**src/rtl/regfile_wb_arbiter_pkg.sv**
```systemverilog
// -----------------------------------------------------------------------------
// regfile_wb_arbiter_pkg
//   Shared constants for the regfile write-back path (the values that used to
//   live in defines.v) plus the write-port source select type.
//   RegBus      : register data width
//   RegAddrBus  : register address width
//   RegNumLog2  : log2 of the number of architectural registers
//   WbBufDepth  : long-latency write-back buffer depth (power of two, >= 2)
// -----------------------------------------------------------------------------
package regfile_wb_arbiter_pkg;

    localparam int unsigned RegBus     = 32;
    localparam int unsigned RegNumLog2 = 5;
    localparam int unsigned RegAddrBus = RegNumLog2;
    localparam int unsigned WbBufDepth = 4;

    localparam logic        WriteEnable  = 1'b1;
    localparam logic        WriteDisable = 1'b0;
    localparam logic [31:0] ZeroWord     = 32'h0000_0000;

    // Who drives the regfile write port in the next cycle.
    typedef enum logic [1:0] {
        SEL_NONE = 2'd0,
        SEL_PIPE = 2'd1,
        SEL_BUF  = 2'd2
    } wb_sel_e;

endpackage : regfile_wb_arbiter_pkg

```
**src/rtl/regfile_wb_arbiter_wb_pend_buf.sv**
```systemverilog
// -----------------------------------------------------------------------------
// wb_pend_buf
//   Ordered ring buffer of pending long-latency write-backs. Each entry carries
//   a valid bit that is cleared when a newer pipeline write to the same register
//   squashes it; invalid entries still occupy a slot until popped.
//   Optional macro WB_PERF_CNT_EN adds sq_num_o (entries squashed this cycle).
//
//   push_i/push_addr_i/push_data_i : enqueue at tail (caller guarantees !full_o)
//   pop_i                          : dequeue head (caller guarantees count_o!=0)
//   sq_en_i/sq_addr_i              : invalidate valid entries matching address
//   chk_addr1_i/chk_addr2_i        : decode read addresses for hazard check
//   full_o/count_o                 : occupancy
//   head_vld_o/head_addr_o/head_data_o : head entry contents
//   hit1_o/hit2_o                  : check address matches a valid entry
// -----------------------------------------------------------------------------
module wb_pend_buf
    import regfile_wb_arbiter_pkg::*;
#(
    parameter int unsigned DATA_W = RegBus,
    parameter int unsigned ADDR_W = RegAddrBus,
    parameter int unsigned DEPTH  = WbBufDepth,
    localparam int unsigned PTR_W = $clog2(DEPTH),
    localparam int unsigned CNT_W = PTR_W + 1
) (
    input  logic              clk,
    input  logic              rst,
    input  logic              push_i,
    input  logic [ADDR_W-1:0] push_addr_i,
    input  logic [DATA_W-1:0] push_data_i,
    input  logic              pop_i,
    input  logic              sq_en_i,
    input  logic [ADDR_W-1:0] sq_addr_i,
    input  logic [ADDR_W-1:0] chk_addr1_i,
    input  logic [ADDR_W-1:0] chk_addr2_i,
    output logic              full_o,
    output logic [CNT_W-1:0]  count_o,
    output logic              head_vld_o,
    output logic [ADDR_W-1:0] head_addr_o,
    output logic [DATA_W-1:0] head_data_o,
    output logic              hit1_o,
`ifdef WB_PERF_CNT_EN
    output logic [CNT_W-1:0]  sq_num_o,
`endif
    output logic              hit2_o
);

    logic [ADDR_W-1:0] addr_q [DEPTH];
    logic [DATA_W-1:0] data_q [DEPTH];
    logic [DEPTH-1:0]  vld_q, vld_d;
    logic [DEPTH-1:0]  sq_hit;
    logic [PTR_W-1:0]  rd_ptr_q, rd_ptr_d;
    logic [PTR_W-1:0]  wr_ptr_q, wr_ptr_d;
    logic [CNT_W-1:0]  count_q, count_d;

    always_comb begin
        for (int unsigned i = 0; i < DEPTH; i++) begin
            sq_hit[i] = sq_en_i && vld_q[i] && (addr_q[i] == sq_addr_i);
        end
    end

    // Squash is applied before the push so an entry written this edge with the
    // same address survives: it is program-newer than the pipeline write.
    always_comb begin
        vld_d = vld_q & ~sq_hit;
        if (pop_i) begin
            vld_d[rd_ptr_q] = 1'b0;
        end
        if (push_i) begin
            vld_d[wr_ptr_q] = (push_addr_i != '0);
        end
    end

    always_comb begin
        rd_ptr_d = rd_ptr_q;
        wr_ptr_d = wr_ptr_q;
        count_d  = count_q;
        if (pop_i) begin
            rd_ptr_d = rd_ptr_q + PTR_W'(1);
        end
        if (push_i) begin
            wr_ptr_d = wr_ptr_q + PTR_W'(1);
        end
        case ({push_i, pop_i})
            2'b10:   count_d = count_q + CNT_W'(1);
            2'b01:   count_d = count_q - CNT_W'(1);
            default: count_d = count_q;
        endcase
    end

    always_ff @(posedge clk or negedge rst) begin
        if (!rst) begin
            vld_q    <= '0;
            rd_ptr_q <= '0;
            wr_ptr_q <= '0;
            count_q  <= '0;
        end else begin
            vld_q    <= vld_d;
            rd_ptr_q <= rd_ptr_d;
            wr_ptr_q <= wr_ptr_d;
            count_q  <= count_d;
        end
    end

    // Payload storage needs no reset; the valid bits and count guard it.
    always_ff @(posedge clk) begin
        if (push_i) begin
            addr_q[wr_ptr_q] <= push_addr_i;
            data_q[wr_ptr_q] <= push_data_i;
        end
    end

    always_comb begin
        hit1_o = 1'b0;
        hit2_o = 1'b0;
        for (int unsigned i = 0; i < DEPTH; i++) begin
            hit1_o = hit1_o | (vld_q[i] && (addr_q[i] == chk_addr1_i));
            hit2_o = hit2_o | (vld_q[i] && (addr_q[i] == chk_addr2_i));
        end
        hit1_o = hit1_o && (chk_addr1_i != '0);
        hit2_o = hit2_o && (chk_addr2_i != '0);
    end

`ifdef WB_PERF_CNT_EN
    always_comb begin
        sq_num_o = '0;
        for (int unsigned i = 0; i < DEPTH; i++) begin
            sq_num_o = sq_num_o + CNT_W'(sq_hit[i]);
        end
    end
`endif

    assign full_o      = (count_q == CNT_W'(DEPTH));
    assign count_o     = count_q;
    assign head_vld_o  = vld_q[rd_ptr_q];
    assign head_addr_o = addr_q[rd_ptr_q];
    assign head_data_o = data_q[rd_ptr_q];

endmodule : wb_pend_buf

```
**src/rtl/regfile_wb_arbiter.sv**
```systemverilog
// -----------------------------------------------------------------------------
// regfile_wb_arbiter
//   Sole writer of the regfile write port. Pipeline write-backs always own the
//   port; long-latency results are buffered in order and drain into idle port
//   cycles. Pending buffered writes are reported to decode as hazards.
//   Optional macro WB_PERF_CNT_EN adds the sq_cnt / full_cyc counters.
//
//   clk, rst (async, active-low)
//   pipe_we/pipe_waddr/pipe_wdata      : in-order write-back stream
//   lat_valid/lat_ready/lat_waddr/lat_wdata : long-latency result handshake
//   chk_raddr1/chk_raddr2, pend_hit1/pend_hit2 : decode hazard query
//   we/waddr/wdata                     : registered regfile write port
//   sq_cnt/full_cyc (macro only)       : saturating squash / full-cycle counts
// -----------------------------------------------------------------------------
module regfile_wb_arbiter
    import regfile_wb_arbiter_pkg::*;
#(
    parameter int unsigned DATA_W = RegBus,
    parameter int unsigned ADDR_W = RegAddrBus,
    parameter int unsigned DEPTH  = WbBufDepth
) (
    input  logic              clk,
    input  logic              rst,
    input  logic              pipe_we,
    input  logic [ADDR_W-1:0] pipe_waddr,
    input  logic [DATA_W-1:0] pipe_wdata,
    input  logic              lat_valid,
    output logic              lat_ready,
    input  logic [ADDR_W-1:0] lat_waddr,
    input  logic [DATA_W-1:0] lat_wdata,
    input  logic [ADDR_W-1:0] chk_raddr1,
    input  logic [ADDR_W-1:0] chk_raddr2,
    output logic              pend_hit1,
    output logic              pend_hit2,
    output logic              we,
    output logic [ADDR_W-1:0] waddr,
`ifdef WB_PERF_CNT_EN
    output logic [15:0]       sq_cnt,
    output logic [15:0]       full_cyc,
`endif
    output logic [DATA_W-1:0] wdata
);

    localparam int unsigned CNT_W = $clog2(DEPTH) + 1;

    logic              sq_en, push, pop;
    logic              buf_full;
    logic [CNT_W-1:0]  buf_count;
    logic              head_vld;
    logic [ADDR_W-1:0] head_addr;
    logic [DATA_W-1:0] head_data;
    wb_sel_e           sel;

    logic              we_q, we_d;
    logic [ADDR_W-1:0] waddr_q, waddr_d;
    logic [DATA_W-1:0] wdata_q, wdata_d;

`ifdef WB_PERF_CNT_EN
    logic [CNT_W-1:0]  sq_num;
    logic [16:0]       sq_sum;
    logic [15:0]       sq_cnt_q, sq_cnt_d;
    logic [15:0]       full_cyc_q, full_cyc_d;
`endif

    // A pipe write to x0 still holds the port (no drain) but writes nothing
    // and squashes nothing.
    assign sq_en     = pipe_we && (pipe_waddr != '0);
    assign push      = lat_valid && !buf_full;
    assign pop       = !pipe_we && (buf_count != '0);
    assign lat_ready = !buf_full;

    wb_pend_buf #(
        .DATA_W (DATA_W),
        .ADDR_W (ADDR_W),
        .DEPTH  (DEPTH)
    ) u_buf (
        .clk         (clk),
        .rst         (rst),
        .push_i      (push),
        .push_addr_i (lat_waddr),
        .push_data_i (lat_wdata),
        .pop_i       (pop),
        .sq_en_i     (sq_en),
        .sq_addr_i   (pipe_waddr),
        .chk_addr1_i (chk_raddr1),
        .chk_addr2_i (chk_raddr2),
        .full_o      (buf_full),
        .count_o     (buf_count),
        .head_vld_o  (head_vld),
        .head_addr_o (head_addr),
        .head_data_o (head_data),
        .hit1_o      (pend_hit1),
`ifdef WB_PERF_CNT_EN
        .sq_num_o    (sq_num),
`endif
        .hit2_o      (pend_hit2)
    );

    always_comb begin
        sel = SEL_NONE;
        if (sq_en) begin
            sel = SEL_PIPE;
        end else if (pop && head_vld) begin
            sel = SEL_BUF;
        end
    end

    // Address/data hold their last value on idle cycles.
    always_comb begin
        we_d    = WriteDisable;
        waddr_d = waddr_q;
        wdata_d = wdata_q;
        case (sel)
            SEL_PIPE: begin
                we_d    = WriteEnable;
                waddr_d = pipe_waddr;
                wdata_d = pipe_wdata;
            end
            SEL_BUF: begin
                we_d    = WriteEnable;
                waddr_d = head_addr;
                wdata_d = head_data;
            end
            default: ;
        endcase
    end

    always_ff @(posedge clk or negedge rst) begin
        if (!rst) begin
            we_q    <= WriteDisable;
            waddr_q <= '0;
            wdata_q <= '0;
        end else begin
            we_q    <= we_d;
            waddr_q <= waddr_d;
            wdata_q <= wdata_d;
        end
    end

    assign we    = we_q;
    assign waddr = waddr_q;
    assign wdata = wdata_q;

`ifdef WB_PERF_CNT_EN
    assign sq_sum = {1'b0, sq_cnt_q} + 17'(sq_num);

    always_comb begin
        sq_cnt_d   = sq_sum[16] ? 16'hFFFF : sq_sum[15:0];
        full_cyc_d = full_cyc_q;
        if (buf_full && (full_cyc_q != 16'hFFFF)) begin
            full_cyc_d = full_cyc_q + 16'd1;
        end
    end

    always_ff @(posedge clk or negedge rst) begin
        if (!rst) begin
            sq_cnt_q   <= '0;
            full_cyc_q <= '0;
        end else begin
            sq_cnt_q   <= sq_cnt_d;
            full_cyc_q <= full_cyc_d;
        end
    end

    assign sq_cnt   = sq_cnt_q;
    assign full_cyc = full_cyc_q;
`endif

endmodule : regfile_wb_arbiter

```
**config.mk**
```make
export PLATFORM = sky130hd
export DESIGN_NAME = regfile_wb_arbiter
export DESIGN_NICKNAME = d
export VERILOG_FILES = /design/src/rtl/regfile_wb_arbiter_pkg.sv /design/src/rtl/regfile_wb_arbiter_wb_pend_buf.sv /design/src/rtl/regfile_wb_arbiter.sv
export SDC_FILE = /design/constraint.sdc
export NUM_CORES = 1
export LEC_CHECK = 0
export ABC_AREA = 1
export BUFFER_PORTS_ARGS = -buffer_cell sky130_fd_sc_hd__buf_2
export CAP_MARGIN = 10
export CORE_AREA = 2 2 147 149
export DETAILED_ROUTE_END_ITERATION = 8
export DIE_AREA = 0 0 149 151
export MAX_ROUTING_LAYER = met4
export PLACE_DENSITY_LB_ADDON = 0.2
export SETUP_SLACK_MARGIN = 0.05
export SYNTH_ARGS = -nofsm -noshare
export SYNTH_HDL_FRONTEND = slang
export SYNTH_SLANG_ARGS = --single-unit
```
**constraint.sdc**
```tcl
create_clock -name clk -period 3.7 [get_ports clk]
set_clock_uncertainty 0.2 [all_clocks]
set_input_delay 0.185 -clock clk [delete_from_list [all_inputs] [get_ports clk]]
set_output_delay 0.185 -clock clk [all_outputs]
set_load 0.005 [all_outputs]
```
==> results_dict.tcl, run 1 <==
set metrics [dict create \
    outcome "complete, no violations" \
    synthFlopType "edfxtp_1" \
    num_io_pins 129 \
    p_int_mw 4.950 \
    cts_max_level 4 \
    syn-mean-instance-area_um2 9.021 \
    vias 7657 \
    path_class "reg -> reg" \
    synth_edf_count 148 \
    die_area_um2 22500 \
    worstPathMaxFanout 12 \
    grt_use_met3_pct 3.373 \
    critPathMaxStageDelay_ps 490 \
    seqPwrFrac_pct 41.1 \
    slowest_stage "nand2_1" \
    critPathRequiredTime_ps 3820 \
    syn_inst 1034 \
    fill_cells 1907 \
    post-dp-hpwl_um 16580 \
    endpoint_kind "flip-flop" \
    yosysTopAreaCell "edfxtp_1" \
    root_buffer "clkbuf_16" \
    grtUsageTotal_pct 23.88 \
    comb_power_share_pct 37.1 \
    clk_path_buf_depth 2 \
    start_util_pct 44.80 \
    clock_latency_ps 430 \
    reg2reg_to "u_buf.count_o[2]" \
    drcViolationCount 0 \
    antenna_found_initial 0 \
    synthArstFlopShare_pct 24.87 \
    reg2reg_slack_ps 1190 \
    cts.sinks 197 \
    start_kind "flip-flop" \
    switching_power_mw 3.256 \
    n_antenna_cell 0 \
    peakVddDrop_v 0.0005735 \
    leakage_nw 5.219 \
    post_drt_via_cell_ratio 5.081 \
    fin_crit_sh_pct 67.83 \
    rsz0062_at_grt "no" \
    grt_use_met1_pct 32.21 \
    area_growth_pct 23.45 \
    wire_per_inst_um 16.97 \
    finalSetupTns_ps 0 \
    grt_pass1_vias 7400 \
    grt_max_degree 65 \
    synth_top_cell_area_share_pct 47.65 \
    fmaxAchievable_mhz 398.5 \
    grt.overflow.total 0 \
    fin_crit_ps 2510 \
    synth-seq-area-share_pct 60.79 \
    coreArea_um2 20820 \
    die_w_um 149 \
    p_sw_share_pct 39.67 \
    io_buffers 128 \
    gr-usage-met2_pct 37.86 \
    detail-route-antenna-nets 0 \
    cts_tree "yes" \
    layout-drive-gt1-share_pct 14.94 \
    clk_pin_slew_ps 70 \
    wirelength_um 25570 \
    cts_inserted_buffers 17 \
    hold_path.class "in -> reg" \
    p_clk_share_pct 21.8 \
    grt_pass1_wl_um 39720 \
    worst_slew_pin_slew_ps 761.9 \
    r2r-start "u_buf.count_o[0]" \
    reg2reg_depth 9 \
    slew_headroom_pct 49.13 \
    critPathLaunch "u_buf.count_o[0]" \
    rows 53 \
    die_h_um 151 \
    drtIter0Drc 556 \
    powerDensity_nw_per_um2 712.6 \
    slew_violations 0 \
    gp_congestion 0.9609 \
    synth_nets 1132 \
    hold_start "pipe_waddr[2]" \
    post_synth_instance_area_um2 9328 \
    setup_viol 0 \
    post-cts-setup-buffers 0 \
    holdPathStages 6 \
    min_to "u_buf.vld_q[0]" \
    cp.arrival_ps 2630 \
    cp_cell_sequence "inv_2 -> nand3_1 -> nand2_1 -> ha_1 -> inv_1 -> fa_1 -> a21oi_1 -> o21ai_0 -> xnor2_1" \
    synth-seq-cells 197 \
    synthTopCellsByArea "edfxtp_1, nand2_1, dfrtp_1, nand3_1, nor2_1" \
    yosysWarnings 0 \
    hold_viol 0 \
    busiest_layer "met2" \
    fin_util_pct 55.30 \
    nets 1317 \
    maxCapViolCount 0 \
    yosysUniqueCellTypes 23 \
    drt_pass1_iterations 5 \
]
==> timing repair <==
| item | CTS | global route |
|---|---|---|
| setup endpoints to repair | 0 | 0 |
| hold endpoints to repair | 209 | 0 |
| resized for setup | 0 | 0 |
| hold buffers | 76 | 0 |
==> registers in the layout, summed over array words and instances (netlist names) <==
register and flops:
u_buf.data_q 128, u_buf.count_o 3, wdata 32, u_buf.rd_ptr_q 2
u_buf.wr_ptr_q 2, u_buf.addr_q 20, waddr 5, u_buf.vld_q 4
we 1
==> cell usage in the layout, fill, tap and decap left out, drive strengths merged, types with 10 or more instances in the layout <==
| cell | Yosys | layout |
|---|---|---|
| nand2 | 444 | 444 |
| nand3 | 153 | 153 |
| edfxtp | 148 | 148 |
| buf | 41 | 141 |
| dlygate4sd3 | 0 | 76 |
| nor2 | 61 | 61 |
| inv | 52 | 56 |
| dfrtp | 49 | 49 |
| o21ai | 23 | 23 |
| clkbuf | 10 | 18 |
| a21oi | 16 | 16 |
| xor2 | 10 | 10 |
==> layout make-up <==
class | instances | area, µm² | share of cell area [%]
Timing Repair Buffer | 217 | 1511 | 13.13
Clock buffer | 18 | 429.2 | 3.727
Multi-Input combinational cell | 734 | 3219 | 27.96
Inverter | 52 | 195.2 | 1.695
Sequential cell | 197 | 5672 | 49.26
Clock inverter | 14 | 143.9 | 1.250
Tap cell | 275 | 344.1 | 2.988
==> power by group through the flow <==
stage	registers, mW	logic (mW)	clock network (mW)
after floorplan	3.32	1.98	0
after global placement	3.40	2.96	0
after detailed placement	3.41	2.99	0
after CTS	3.36	3.06	1.82
after global routing	3.43	3.45	1.90
final	3.37	3.04	1.79
==> per-stage QoR <==
stage	area [µm²]	hold WS [ps]	cells	setup WS (ps)	total power [mW]
after floorplan	9328	-310.6	1034	716.0	5.302
after global placement	10180	41.07	1399	1282	6.357
after detailed placement	10180	47.11	1399	1204	6.394
after CTS	11510	82.60	1507	1214	8.242
after global routing	11510	114.0	1507	1061	8.782
final	11510	93.51	1507	1190	8.206
==> how the worst max path moves through the flow <==
| stage | endpoint | slack, ps | cells after the start |
|---|---|---|---|
| 2_1_floorplan | u_buf.addr_q[0][0] | 720 | 4 |
| 6_report | u_buf.count_o[2] | 1190 | 9 |
| 5_1_grt | u_buf.count_o[2] | 1060 | 9 |
| 4_1_cts | u_buf.count_o[2] | 1210 | 9 |
| 3_3_place_gp | u_buf.count_o[2] | 1280 | 9 |
| 3_5_place_dp | u_buf.count_o[2] | 1200 | 9 |
==> Yosys cell counts, types with 9 or more instances <==
master    instances
nand4_1           9
dfrtp_1          49
buf_2            26
a21oi_1          16
inv_1            47
nand3_1         153
ha_1              9
nand2_1         443
o21ai_0          21
clkbuf_1         10
nor2_1           61
buf_4            11
edfxtp_1        148
xor2_1           10
==> cell families (layout without fill, tap and decap cells) <==
| logic type | Yosys count | in the layout | share of synthesized area, % |
|---|---|---|---|
| compound gates | 40 | 40 | 2.213 |
| xor+xnor | 12 | 12 | 1.127 |
| fa+ha+maj | 10 | 10 | 1.422 |
| buf+inv | 103 | 301 | 5.017 |
| flops | 197 | 197 | 60.79 |
| simple gates | 672 | 672 | 29.43 |
==> per-layer routing <==
metal | part of all wire, % | vias up
met5 | 0 | -
met4 | 2.0 | 0
met1 | 45 | 3597
met3 | 5.6 | 38
li1 | - | 3770
met2 | 47 | 252
==> critical path, delay by kind of cell, from the launching register on <==
family                   cells  cell delay, ps
adder cells (fa/ha/maj)      2             640
AND/OR/NAND/NOR              2             570
flip-flops                   1             400
AO/OA/AOI/OAI                2             280
buffers and inverters        2             160
XOR/XNOR                     1             140
Note: power is estimated with default switching activity, not from simulation.
==> run 2, diff against run 1 <==
- ABC_AREA: 1 -> 0
- CORE_AREA: 2 2 147 149 -> 2 2 141 143
- DIE_AREA: 0 0 149 151 -> 0 0 143 145
- clock period: 3.7 -> 2 ns (I/O delays scaled with it)
==> run 2 against run 1 <==
  * The flow now finishes with violations (setup timing)
  * Synthesized cell count down 52%
  * Worst setup slack lost 1300 ps
  * Clock-buffer cell count is 4 higher
  * Register-to-register slack got worse by 1100 ps
  * Via count decreased by 31%
  * Combinational power grew 66%
  * Hold slack got worse by 61 ps
  * Routed wire length down 21%
  * Sequential power up 81%
==> results_dict.tcl, run 2 <==
set metrics [dict create \
    cts_tree "yes" \
    die_h_um 145 \
    post_synth_instance_area_um2 8447 \
    endpoint_kind "primary output" \
    num_io_pins 129 \
    worstPathMaxFanout 3 \
    fin_util_pct 59.29 \
    pre_cts_slack_ps -2.565 \
    slew_violations 0 \
    synthTopCellsByArea "edfxtp_1, dfrtp_1, mux4_2, xor2_1, a22o_1" \
    worst_slew_pin_slew_ps 665.3 \
    leakage_nw 4.543 \
    grt_pass1_wl_um 30780 \
    path_class "reg -> out" \
    fin_crit_sh_pct 107.2 \
    final_design_area_no_fill_um2 11390 \
    die_w_um 143 \
    wire_per_inst_um 19.46 \
    n_antenna_cell 0 \
    outcome "finished with violations" \
    area_growth_pct 34.82 \
    die_area_um2 20740 \
    fin_crit_ps 2144 \
    rsz0062_at_grt "yes" \
    power_mw 14.25 \
    largest_register_ffs 128 \
    start_util_pct 43.98 \
    reg2reg_depth 9 \
    rows 51 \
    gp_congestion 0.8722 \
    place_inst 887 \
    coreArea_um2 19210 \
    grt_max_degree 36 \
    synth-seq-area-share_pct 67.13 \
    clk_path_buf_depth 2 \
    drcViolationCount 0 \
    peakVddDrop_v 0.0006902 \
    violations "setup timing" \
    critPathRequiredTime_ps 1700 \
    synthArstFlopShare_pct 24.87 \
    vias 5310 \
    cts_max_level 4 \
    post_drt_via_cell_ratio 5.140 \
    fmaxAchievable_mhz 466.5 \
    layout-drive-gt1-share_pct 37.11 \
    hold_path.class "in -> reg" \
    yosysTopAreaCell "edfxtp_1" \
    busiest_layer "met2" \
    slew_headroom_pct 55.65 \
    yosysWarnings 0 \
    gr-usage-met2_pct 33.44 \
    syn-mean-instance-area_um2 16.89 \
    final_common_cell "edfxtp_1" \
    yosysUniqueCellTypes 34 \
    detail-route-antenna-nets 0 \
    fin_cells 1033 \
    netlist_top_cells_count "edfxtp_1, dfrtp_1, xor2_1" \
    hold-worst-slack_ps 32.54 \
    grtUsageTotal_pct 20.38 \
    grt_use_met1_pct 26.00 \
    wirelength_um 20100 \
    final_cell_mix "edfxtp_1, buf_2, dlygate4sd3_1, dfrtp_1, xor2_1" \
    synth_top_cell_area_share_pct 52.61 \
    syn_inst 500 \
    synth-seq-cells 197 \
    nets 853 \
    holdPathStages 5 \
    grt_pass1_vias 5705 \
    postPlaceCellArea_um2 9734 \
    clock_latency_ps 420 \
    cp.arrival_ps 1840 \
    synth_edf_count 148 \
    grt_use_met3_pct 3.762 \
    clk_pin_slew_ps 70 \
    synthMostInstantiatedCell "edfxtp_1" \
    synth_nets 598 \
    powerDensity_nw_per_um2 1251 \
    drt_pass1_iterations 4 \
    start_kind "flip-flop" \
    finalSetupTns_ps -280.9 \
    worst_slack_ps -143.8 \
    setup_viol 2 \
    hold_viol 0 \
    fill_cells 1467 \
    io_buffers 128 \
    root_buffer "clkbuf_16" \
    grt.overflow.total 0 \
    cts_inserted_buffers 17 \
    drtIter0Drc 255 \
    cts.sinks 197 \
    regMostFlops "u_buf.data_q" \
    synthFlopType "edfxtp_1" \
    post-dp-hpwl_um 13050 \
    antenna_found_initial 0 \
    maxCapViolCount 0 \
]
run 2: cell count changes after synthesis, moves of 34 or more:
cell | previous run | this run
nand2_1 | 443 | 12
mux4_2 | 0 | 37
nor2_1 | 61 | 3
nand3_1 | 153 | 8
xor2_1 | 10 | 46
inv_1 | 47 | 13
run 2: final timing paths:
kind	end	startpoint	slack [ps]
setup / recovery	pend_hit1	u_buf.addr_q[0][4]	-140
hold / removal	u_buf.count_o[0]	lat_valid	30
setup reg to reg	u_buf.count_o[2]	u_buf.count_o[1]	50
hold reg to reg	wdata[8]	wdata[8]	270
max in group asynchronous	u_buf.rd_ptr_q[0]	rst	960
min in group asynchronous	waddr[0]	rst	60
run 2: cell type report:
class | instances | area [µm²] | share of cell area (%)
well taps | 265 | 331.6 | 2.911
clock buffers | 22 | 464.2 | 4.076
repair buffers | 272 | 2182 | 19.16
inverters | 13 | 63.81 | 0.5603
multi-input cells | 254 | 2601 | 22.84
clock inverters | 10 | 72.57 | 0.6372
flip-flops and latches | 197 | 5673 | 49.81
run 2: kinds of logic after synthesis:
| family | Yosys count | share of synthesized area [%] |
|---|---|---|
| AOI/OAI and AO/OA | 82 | 7.732 |
| xor gates and xnor gates | 65 | 6.740 |
| adders and majority gates | 10 | 1.570 |
| buffers and inverters | 49 | 2.844 |
| DFF | 197 | 67.13 |
| muxes | 40 | 10.24 |
| and+or+nand+nor | 57 | 3.748 |
run 2: timing repair:
item                                    CTS  global route
buffers inserted                         29             8
gates cloned                              0             1
hold endpoints to repair                238             0
endpoints found under the setup margin   35            33
resized for setup                         3             9
hold buffers                             76             0
pin swaps                                21            13
run 2: where the power goes:
group	internal [mW]	switching (mW)
sequential	5.56	0.539
combinational	2.69	2.37
clock	1.67	1.42
total	9.91	4.33
run 2: critical path, stage by stage (launching register included):
cell	delay, ps
edfxtp_1	490
xor2_1	180
nor4_1	290
nand3_1	120
nand4_1	120
o21a_1	120
buf_2	100
run 2: per-layer routing:
layer / wire length, µm / part of all wire (%)
met1: 8713 / 43
met2: 10140 / 50
met3: 973 / 4.8
met4: 279 / 1.4
met5: 0 / 0
==> run 3, diff against run 2 <==
- CORE_AREA: 2 2 141 143 -> 10 10 149 151
- DIE_AREA: 0 0 143 145 -> 0 0 159 161
- GPL_TIMING_DRIVEN: default -> 0
- PLACE_DENSITY: default -> 0.67
- PLACE_DENSITY_LB_ADDON: 0.2 -> default
==> run 3 against run 2 <==
  * The flow still finishes with violations (setup timing)
  * Non-clock buffer count is 1 higher
  * Design area is 1.6% higher
  * Global-route usage is 2.5 points lower
  * Fmax is 0.29% lower
  * Combinational power is 12% higher
  * Critical path type unchanged
  * Critical endpoint unchanged
  * Highest routed layer unchanged
==> results_dict.tcl, run 3 (synthesis results as in run 2) <==
set metrics [dict create \
    critPathRequiredTime_ps 1700 \
    antenna_found_initial 1 \
    cts.sinks 197 \
    critPathLaunch "u_buf.addr_q[2][2]" \
    rsz0062_at_grt "yes" \
    wirelength_um 22270 \
    pre_cts_slack_ps -557.7 \
    final_cell_mix "edfxtp_1, buf_2, dlygate4sd3_1, xor2_1, dfrtp_1" \
    gr-usage-met2_pct 31.44 \
    drt_pass1_iterations 6 \
    coreArea_um2 19210 \
    fin_util_pct 60.24 \
    postPlaceCellArea_um2 9399 \
    final_design_area_no_fill_um2 11570 \
    clk_pin_slew_ps 70 \
    worst_slack_ps -149.9 \
    root_buffer "clkbuf_16" \
    fmaxAchievable_mhz 465.1 \
    post-dp-hpwl_um 13610 \
    rows 51 \
    drtIter0Drc 318 \
    die_area_um2 25600 \
    die_w_um 159 \
    powerDensity_nw_per_um2 1313 \
    place_inst 877 \
    hold_start "pipe_we" \
    grt.overflow.total 0 \
    io_buffers 112 \
    clock_latency_ps 430 \
    reg2reg_depth 9 \
    regMostFlops "u_buf.data_q" \
    r2r-start "u_buf.count_o[0]" \
    worst_slew_pin_slew_ps 738.3 \
    largest_register_ffs 128 \
    violations "setup timing" \
    hold_path.class "in -> reg" \
    detail-route-antenna-nets 0 \
    fin_crit_ps 2150 \
    nets 858 \
    wire_per_inst_um 21.43 \
    layout-drive-gt1-share_pct 36.87 \
    min_to "waddr[1]" \
    holdPathStages 2 \
    switching_power_mw 4.812 \
    comb_power_share_pct 37.3 \
    area_growth_pct 36.97 \
    busiest_layer "met2" \
    grt_max_degree 50 \
    post_drt_via_cell_ratio 5.210 \
    cts_tree "yes" \
    outcome "finished with violations" \
    hold_viol 0 \
    cts_inserted_buffers 17 \
    p_clk_share_pct 22.3 \
    path_class "reg -> out" \
    reg2reg_slack_ps -50 \
    fin_cells 1039 \
    power_mw 15.19 \
    drcViolationCount 0 \
    start_kind "flip-flop" \
    endpoint_kind "primary output" \
    p_int_mw 10.38 \
    cts_max_level 4 \
    slew_headroom_pct 50.78 \
    clk_path_buf_depth 2 \
    grt_pass1_wl_um 34010 \
    fill_cells 1456 \
    gp_congestion 0.8549 \
    worstPathMaxFanout 3 \
    maxCapViolCount 0 \
    reg2reg_to "wdata[28]" \
    start_util_pct 43.98 \
    cp.arrival_ps 1850 \
    seqPwrFrac_pct 40.4 \
    vias 5413 \
    num_io_pins 129 \
    final_common_cell "edfxtp_1" \
    grt_pass1_vias 5923 \
    grtUsageTotal_pct 17.84 \
    die_h_um 161 \
    slew_violations 0 \
    grt_use_met3_pct 3.279 \
    setup_viol 19 \
    p_sw_share_pct 31.68 \
    peakVddDrop_v 0.0007956 \
    fin_crit_sh_pct 107.5 \
    leakage_nw 4.585 \
    grt_use_met1_pct 20.76 \
]
-- run 3: cell count changes in the layout (fill, tap and decap cells not counted), moves of 6 or more --
cell	delta
buf_12	-11
clkbuf_16	+7
buf_8	+6
buf_4	-7
clkbuf_1	+10
buf_2	-15
buf_6	+7
-- run 3: through the flow --
step                      hold slack (ps)  setup TNS, ps
after floorplan                    -395.6              0
after global placement              110.7         -75240
after detailed placement            117.0         -82200
after CTS                           3.243         -670.7
after global routing                41.82          -2765
final                               18.95         -694.2
-- run 3: cell type report --
class,instances,area [µm²],area share (%)
antenna,1,2.502,0.02163
buffer,36,389.1,3.363
clock buffer,18,429.2,3.709
clock inverter,14,163.9,1.417
inverter,13,63.81,0.5515
multi-input combinational,254,2620,22.65
sequential,197,5675,49.05
tap,265,331.6,2.866
timing repair buffer,237,1864,16.11
timing repair inverter,4,30.03,0.2595
-- run 3: power by group through the flow --
stage | registers (mW) | clock network [mW] | logic (mW)
floorplan | 6.10 | 0 | 2.80
global placement | 6.18 | 0 | 4.15
detailed placement | 6.25 | 0 | 4.28
CTS | 6.12 | 3.44 | 5.50
global route | 6.23 | 3.64 | 6.13
finish | 6.13 | 3.39 | 5.67
-- run 3: how the worst max path moves through the flow --
stage | depth (start not counted) | slack (ps) | to
CTS | 6 | -210 | pend_hit1
global route | 6 | -250 | pend_hit2
floorplan | 6 | 60 | wdata[27]
finish | 6 | -150 | pend_hit1
detailed placement | 4 | -560 | u_buf.data_q[2][28]
global placement | 4 | -490 | u_buf.data_q[2][23]
-- run 3: repair_timing --
item                                    CTS  global route
gates resized for setup                  51            16
gates cloned                              7             2
buffers inserted                         32            14
endpoints found under the setup margin  192           153
endpoints found under the hold margin   238             0
hold buffers                             74             0
pin swaps                                28            18
-- run 3: worst max-delay path, stage by stage, from the launching register on --
cell      delay (ps)
edfxtp_1         490
xor2_1           190
nor4_1           320
nand3_1          120
nand4_1           90
o21a_1           120
buf_2            100
-- run 3: layer usage --
layer  up-vias  routed length (µm)
li1       2460                   -
met1      2788                9201
met2       141               12020
met3        24                 765
met4         0                 284
met5         -                   0
